File: src/rtl/mult2_seq_ctrl.sv
// ---------------------------------------------------------------------------
// mult2_seq_ctrl
//
// Sequencing controller for a WIDTH x WIDTH unsigned multiply built from one
// shared, external, combinational 2-bit x 2-bit multiplier. Both operands are
// split into N = WIDTH/2 two-bit digits. One digit pair is presented to the
// multiplier per cycle (i = A digit, outer loop; j = B digit, inner loop), and
// the shifted 4-bit partial products are summed into a 2*WIDTH accumulator.
// Latency is fixed at N*N cycles; zero digits do not shorten it.
//
// Ports:
//   clk      in   clock, rising edge
//   rst_n    in   asynchronous active-low reset
//   start    in   multiply request, sampled only while idle
//   a_in     in   [WIDTH-1:0]   multiplicand, captured on accept
//   b_in     in   [WIDTH-1:0]   multiplier, captured on accept
//   mul_a    out  [1:0]         A digit to the shared 2x2 multiplier
//   mul_b    out  [1:0]         B digit to the shared 2x2 multiplier
//   mul_p    in   [3:0]         combinational product from the 2x2 multiplier
//   busy     out  operation in progress
//   done     out  one-cycle pulse when product is updated
//   product  out  [2*WIDTH-1:0] result, held until the next completion
// ---------------------------------------------------------------------------
module mult2_seq_ctrl #(
    parameter int WIDTH = 8
) (
    input  logic                 clk,
    input  logic                 rst_n,
    input  logic                 start,
    input  logic [WIDTH-1:0]     a_in,
    input  logic [WIDTH-1:0]     b_in,
    output logic [1:0]           mul_a,
    output logic [1:0]           mul_b,
    input  logic [3:0]           mul_p,
    output logic                 busy,
    output logic                 done,
    output logic [2*WIDTH-1:0]   product
);

    localparam int N  = WIDTH / 2;
    localparam int IW = (N > 1) ? $clog2(N) : 1;
    localparam logic [IW-1:0] LAST = IW'(N - 1);

    typedef enum logic [1:0] {
        IDLE = 2'd0,
        CALC = 2'd1
    } state_t;

    state_t               state_reg;
    logic [WIDTH-1:0]     a_reg;
    logic [WIDTH-1:0]     b_reg;
    logic [2*WIDTH-1:0]   acc_reg;
    logic [IW-1:0]        i_reg;
    logic [IW-1:0]        j_reg;
    logic                 busy_reg;
    logic                 done_reg;
    logic [2*WIDTH-1:0]   product_reg;

    // Digit views of the captured operands.
    logic [1:0] a_dig [N];
    logic [1:0] b_dig [N];

    generate
        for (genvar gi = 0; gi < N; gi++) begin : g_digits
            assign a_dig[gi] = a_reg[2*gi +: 2];
            assign b_dig[gi] = b_reg[2*gi +: 2];
        end
    endgenerate

    // Multiplier operands are only driven while calculating; zero otherwise.
    assign mul_a = (state_reg == CALC) ? a_dig[i_reg] : 2'b00;
    assign mul_b = (state_reg == CALC) ? b_dig[j_reg] : 2'b00;

    // Partial product weight is 4^(i+j), i.e. a left shift by 2*(i+j).
    logic [IW:0]          dsum;
    logic [IW+1:0]        shamt;
    logic [2*WIDTH-1:0]   term;
    logic [2*WIDTH-1:0]   acc_next;

    assign dsum     = {1'b0, i_reg} + {1'b0, j_reg};
    assign shamt    = {dsum, 1'b0};
    assign term     = (2*WIDTH)'(mul_p) << shamt;
    assign acc_next = acc_reg + term;

    always_ff @(posedge clk or negedge rst_n) begin
        if (!rst_n) begin
            state_reg   <= IDLE;
            a_reg       <= '0;
            b_reg       <= '0;
            acc_reg     <= '0;
            i_reg       <= '0;
            j_reg       <= '0;
            busy_reg    <= 1'b0;
            done_reg    <= 1'b0;
            product_reg <= '0;
        end else begin
            done_reg <= 1'b0;
            case (state_reg)
                IDLE: begin
                    if (start) begin
                        a_reg     <= a_in;
                        b_reg     <= b_in;
                        acc_reg   <= '0;
                        i_reg     <= '0;
                        j_reg     <= '0;
                        busy_reg  <= 1'b1;
                        state_reg <= CALC;
                    end
                end
                CALC: begin
                    if (i_reg == LAST && j_reg == LAST) begin
                        // Final digit pair: publish the sum directly.
                        product_reg <= acc_next;
                        acc_reg     <= '0;
                        i_reg       <= '0;
                        j_reg       <= '0;
                        done_reg    <= 1'b1;
                        busy_reg    <= 1'b0;
                        state_reg   <= IDLE;
                    end else begin
                        acc_reg <= acc_next;
                        if (j_reg == LAST) begin
                            j_reg <= '0;
                            i_reg <= i_reg + 1'b1;
                        end else begin
                            j_reg <= j_reg + 1'b1;
                        end
                    end
                end
                default: begin
                    // Unreachable encoding: fall back to a clean idle.
                    state_reg <= IDLE;
                    busy_reg  <= 1'b0;
                end
            endcase
        end
    end

    assign busy    = busy_reg;
    assign done    = done_reg;
    assign product = product_reg;

endmodule

File: config.mk
export PLATFORM = sky130hd
export DESIGN_NAME = mult2_seq_ctrl
export DESIGN_NICKNAME = d
export VERILOG_FILES = /design/src/rtl/mult2_seq_ctrl.sv
export SDC_FILE = /design/constraint.sdc
export NUM_CORES = 1
export LEC_CHECK = 0
export CORE_MARGIN = 2
export CORE_UTILIZATION = 49
export CTS_CLUSTER_SIZE = 30
export DETAILED_ROUTE_END_ITERATION = 7
export PLACE_DENSITY = 0.74
export SLEW_MARGIN = 20
export SYNTH_ARGS = -nofsm -noshare
export SYNTH_HDL_FRONTEND = slang
export SYNTH_SLANG_ARGS = --single-unit
export TNS_END_PERCENT = 100
File: constraint.sdc
create_clock -name clk -period 3.6 [get_ports clk]
set_input_delay 0.72 -clock clk [delete_from_list [all_inputs] [get_ports clk]]
set_output_delay 0.72 -clock clk [all_outputs]
set_load 0.05 [all_outputs]
======== Yosys cells after proc, flatten, opt, wreduce, memory -nomap -nowiden ========
Index checks and enable logic that the tools add are counted.
word-level totals
  register bits ........................... 56
  logic and storage cells ................. 58
  output and inout port bits .............. 22
  input bits .............................. 23
cells by class
  $add $sub $neg .......................... 4
  order comparisons ....................... 2
  muxes and demuxes ....................... 26
  reductions and logical operators ........ 8
  equality and inequality tests ........... 6
  bitwise logic cells ..................... 2
  shifts and indexed selects .............. 1
operators by type and width
  cell                 number
  $mux 16              2
  $pmux 16 s2          1
  $mux 2               13
  $add 16x16->16       1
  $shl 4x4->16         1
  $pmux 2 s2           3
  $bmux 2 s2           2
  $reduce_and 2->1     4
  $ge 3x3->1 const B   2
  $not 2->3            2
  $add 2x1->2 const B  2
  $eq 2x2->1 const B   2
  $mux 1               4
  $add 2x2->3          1
  $ne 3x1->1 const B   1
  $reduce_and 3->1     1
  $eq 2x1->1 const B   1
  $logic_not 2->1      1
  $ne 2x1->1 const B   1
  $ne 2x2->1 const B   1
  $pmux 1 s2           1
  $reduce_bool 2->1    1
  $logic_and 1x1->1    1

======== Logic depth before layout (Yosys ltp) ========
  word-level depth ........................ 5
  gate-level depth with buffers ........... 15
  depth with buffers taken out ............ 13

======== Least setup slack after synthesis ========
Ideal clock, no wire load.
  path kind ............................... register -> register
  start point ............................. register i_reg[0]
  end point ............................... register product_reg[15] (netlist: product[15])
  setup time .............................. 0.131 ns
  path slack .............................. 0.022 ns
  arrival time ............................ 3.447 ns
  path buffers ............................ 1
  cell stages (with the launch flop) ...... 15
  data required time ...................... 3.469 ns
  clock period less this slack ............ 3.578 ns
  cells stage by stage .................... dfrtp_1 ha_1 inv_1 fa_1 clkbuf_1 nor2_1 a31oi_1 nor2_1 ha_1 nand2_1 or4_4 or4b_4 o211ai_2 xor2_1 o21ai_1
on the way
  longest elaborated chain between the ends .. 3
  elaborated cells between the ends (all ways) .. 6
  those cells by class .................... 2 x add/sub; 1 x eq/ne; 1 x shift; 2 x reduce/logical
RTL lines
  item                                                RTL line  text
  start: declaration                                  53        logic [IW-1:0] i_reg;
  start signal: assignment                            124       i_reg <= i_reg + 1'b1;
  $add 2x2->3 or $eq 2x2->1 (tied branches)           80, 111
  $shl 4x4->16 or $logic_and 1x1->1 (tied branches)   82, 111
  $add 16x16->16 or $reduce_and 2->1 (tied branches)  n/a
  end signal: assignment                              113       product_reg <= acc_next;
  end: declaration                                    57        logic [2*WIDTH-1:0] product_reg;
Several ways; a longest one is shown, not always the timed one.
A chain may end at the register's enable or synchronous reset.

======== Final worst setup path ========
Same ends and word-level chain as after synthesis.

==> out/metrics.yaml <==
die_area_um2: 7098
crit_type: "reg -> reg"
ctsHoldBuffers: 0
clock.fmax_mhz: 283.6
start_util: 0.5027
final-hold-violation-count: 0
layout.nets: 418
cp.required_ns: 3.80
io_pins: 45
die_h_um: 84.25
areaGrowthSynthToFinish_pct: 25.54
path_clk_slew_ns: 0.10
drv_cap: 0
drt_first_iter_violations: 85
routed_wirelength_um: 7411
post-route-util: 0.6311
htree_num_levels: 2
ctsRootBufferMaster: "clkbuf_8"
critPathLaunchType: "flop"
synthArstFlopShare: 1.000
gp_congestion: 0.8788
dpl.hpwl_um: 5360
ys_seq_elements: 54
mostFrequentLayoutCell: "dfrtp_1"
tightest_slew_ns: 0.6893
core-area_um2: 6277
hold_class: "in -> async"
avgSynthCellArea_um2: 10.05
routed-via-count: 2589
status: "completed"
antenna_found_initial: 0
cts_inserted_buffers: 5
crit_fanout: 4
drive_above_1_share: 0.2021
setup_viol: 0
viasPerCell: 5.715
antenna_cells: 0
most-common-layout-cells: "dfrtp_1 (54), clkdlybuf4s50_1 (43), nand2_1 (41)"
track_usage: 0.2071
ff2ff_path_depth: 13
synth-edff-count: 0
rows: 29
cts_buffer_depth: 2
portBuffers: 44
relSlewSlack: 0.5388
netlist_instances: 314
clk_latency_ns: 0.31
drc_errors: 0
min_period_ns: 3.527
rsz0062_at_grt: "true"
grt-ovfl-total: 0
critPathCaptureType: "flop"
worstPathArrival_ns: 3.72
synth.distinct_cells: 50
grt_pass1_wl_um: 11820
grt_pass1_vias: 2455
first_pass_iters: 4
clock_sinks: 54
syn_area_um2: 3156
ys_seq_area_frac: 0.4282
grt_max_degree: 29
cts_tree: "yes"
post_drt_wl_per_cell_um: 16.36
die_w_um: 84.25
drtAntennaViolNets: 0
synth-main-ff-cell: "dfrtp_1"
fin_worst_skew_ns: 0.003060
period_share: 0.9796
synth_fp_nets: 357
drv_slew: 0
ys_warn_count: 0
kinds of logic after synthesis:
kind of cell,Yosys count,share of synthesized area
AOI/OAI and AO/OA,72,0.1562
xor gates and xnor gates,11,0.03053
adders and majority gates,20,0.08406
buffers and inverters,19,0.02300
DFF,54,0.4282
muxes,28,0.1130
and+or+nand+nor,110,0.1649
cells in the mapped netlist, types with 2 or more instances:
master | number | share of area
inv_1 | 7 | 0.0083
o21ai_0 | 20 | 0.032
nor2_1 | 26 | 0.031
or3_1 | 2 | 0.0040
nand2_1 | 42 | 0.050
a22o_1 | 9 | 0.025
xor2_1 | 5 | 0.014
o21ai_1 | 2 | 0.0032
a211oi_1 | 5 | 0.012
nor2b_1 | 5 | 0.0099
and2_1 | 5 | 0.0099
mux2_2 | 21 | 0.075
clkbuf_1 | 10 | 0.012
nand3_1 | 7 | 0.011
mux2i_1 | 3 | 0.0095
o31ai_1 | 2 | 0.0048
fa_1 | 2 | 0.013
o21a_1 | 2 | 0.0048
a211o_1 | 2 | 0.0056
a31oi_1 | 3 | 0.0059
and3_1 | 2 | 0.0040
ha_1 | 18 | 0.071
a21o_1 | 4 | 0.0095
mux4_2 | 4 | 0.029
nand2b_1 | 8 | 0.016
o311ai_0 | 2 | 0.0056
a21oi_1 | 10 | 0.016
dfrtp_1 | 54 | 0.43
xnor2_1 | 6 | 0.017
nor3_1 | 5 | 0.0079
o211ai_1 | 2 | 0.0048
critical path, cell delays in order, from the launching register on:
cell and delay, ns:
dfrtp_1 0.42, ha_1 0.21, inv_1 0.09, fa_2 0.49, buf_4 0.18, nand2b_1 0.14
nor2_1 0.09, ha_1 0.32, nand2_1 0.10, or4_4 0.54, or4b_4 0.49, o211ai_2 0.11
xor2_1 0.17, o21ai_1 0.07
stage by stage:
step	std cells	hold WS, ns	setup WS, ns	setup TNS [ns]	instance area, µm²
finish	453	0.4022	0.07334	0	3961
global route	453	0.4433	-0.04776	-0.08338	3961
CTS	446	0.4248	0.04782	0	3844
detailed placement	438	0.4616	0.06309	0	3754
global placement	438	0.4559	0.08858	0	3754
floorplan	314	0.4244	0.02210	0	3156
layout make-up:
| type | instances | area (µm²) |
|---|---|---|
| Fill cell | 507 | 2316 |
| Multi-Input combinational cell | 241 | 1793 |
| Sequential cell | 54 | 1351 |
| Timing Repair Buffer | 66 | 604.3 |
| Tap cell | 77 | 96.34 |
| Clock buffer | 5 | 68.82 |
| Inverter | 7 | 26.28 |
| Clock inverter | 3 | 21.27 |
final timing paths:
path                            start     endpoint  slack, ns
max reg2reg                  i_reg[0]  product[15]       0.07
min reg2reg                product[5]   product[5]       0.48
max                          i_reg[0]  product[15]       0.07
min                             rst_n     b_reg[2]       0.40
max in group asynchronous       rst_n   acc_reg[9]       2.42
min in group clk           product[5]   product[5]       0.48
metal layers:
| metal | global-route usage | vias to the layer above | share of wire |
|---|---|---|---|
| met5 | 0 | - | 0 |
| met4 | 0.06158 | 0 | 0.010 |
| met3 | 0.03441 | 8 | 0.053 |
| met2 | 0.3384 | 68 | 0.48 |
| met1 | 0.2853 | 1254 | 0.46 |
| li1 | - | 1259 | - |
repair_timing:
item / in CTS / in global routing
endpoints found under the setup margin: 0 / 11
buffers inserted: 0 / 7
gates resized for setup: 0 / 20
Power is left out: the tool's default activity adds up to more than one toggle a clock period on the data nets, which glitch-free logic cannot reach.
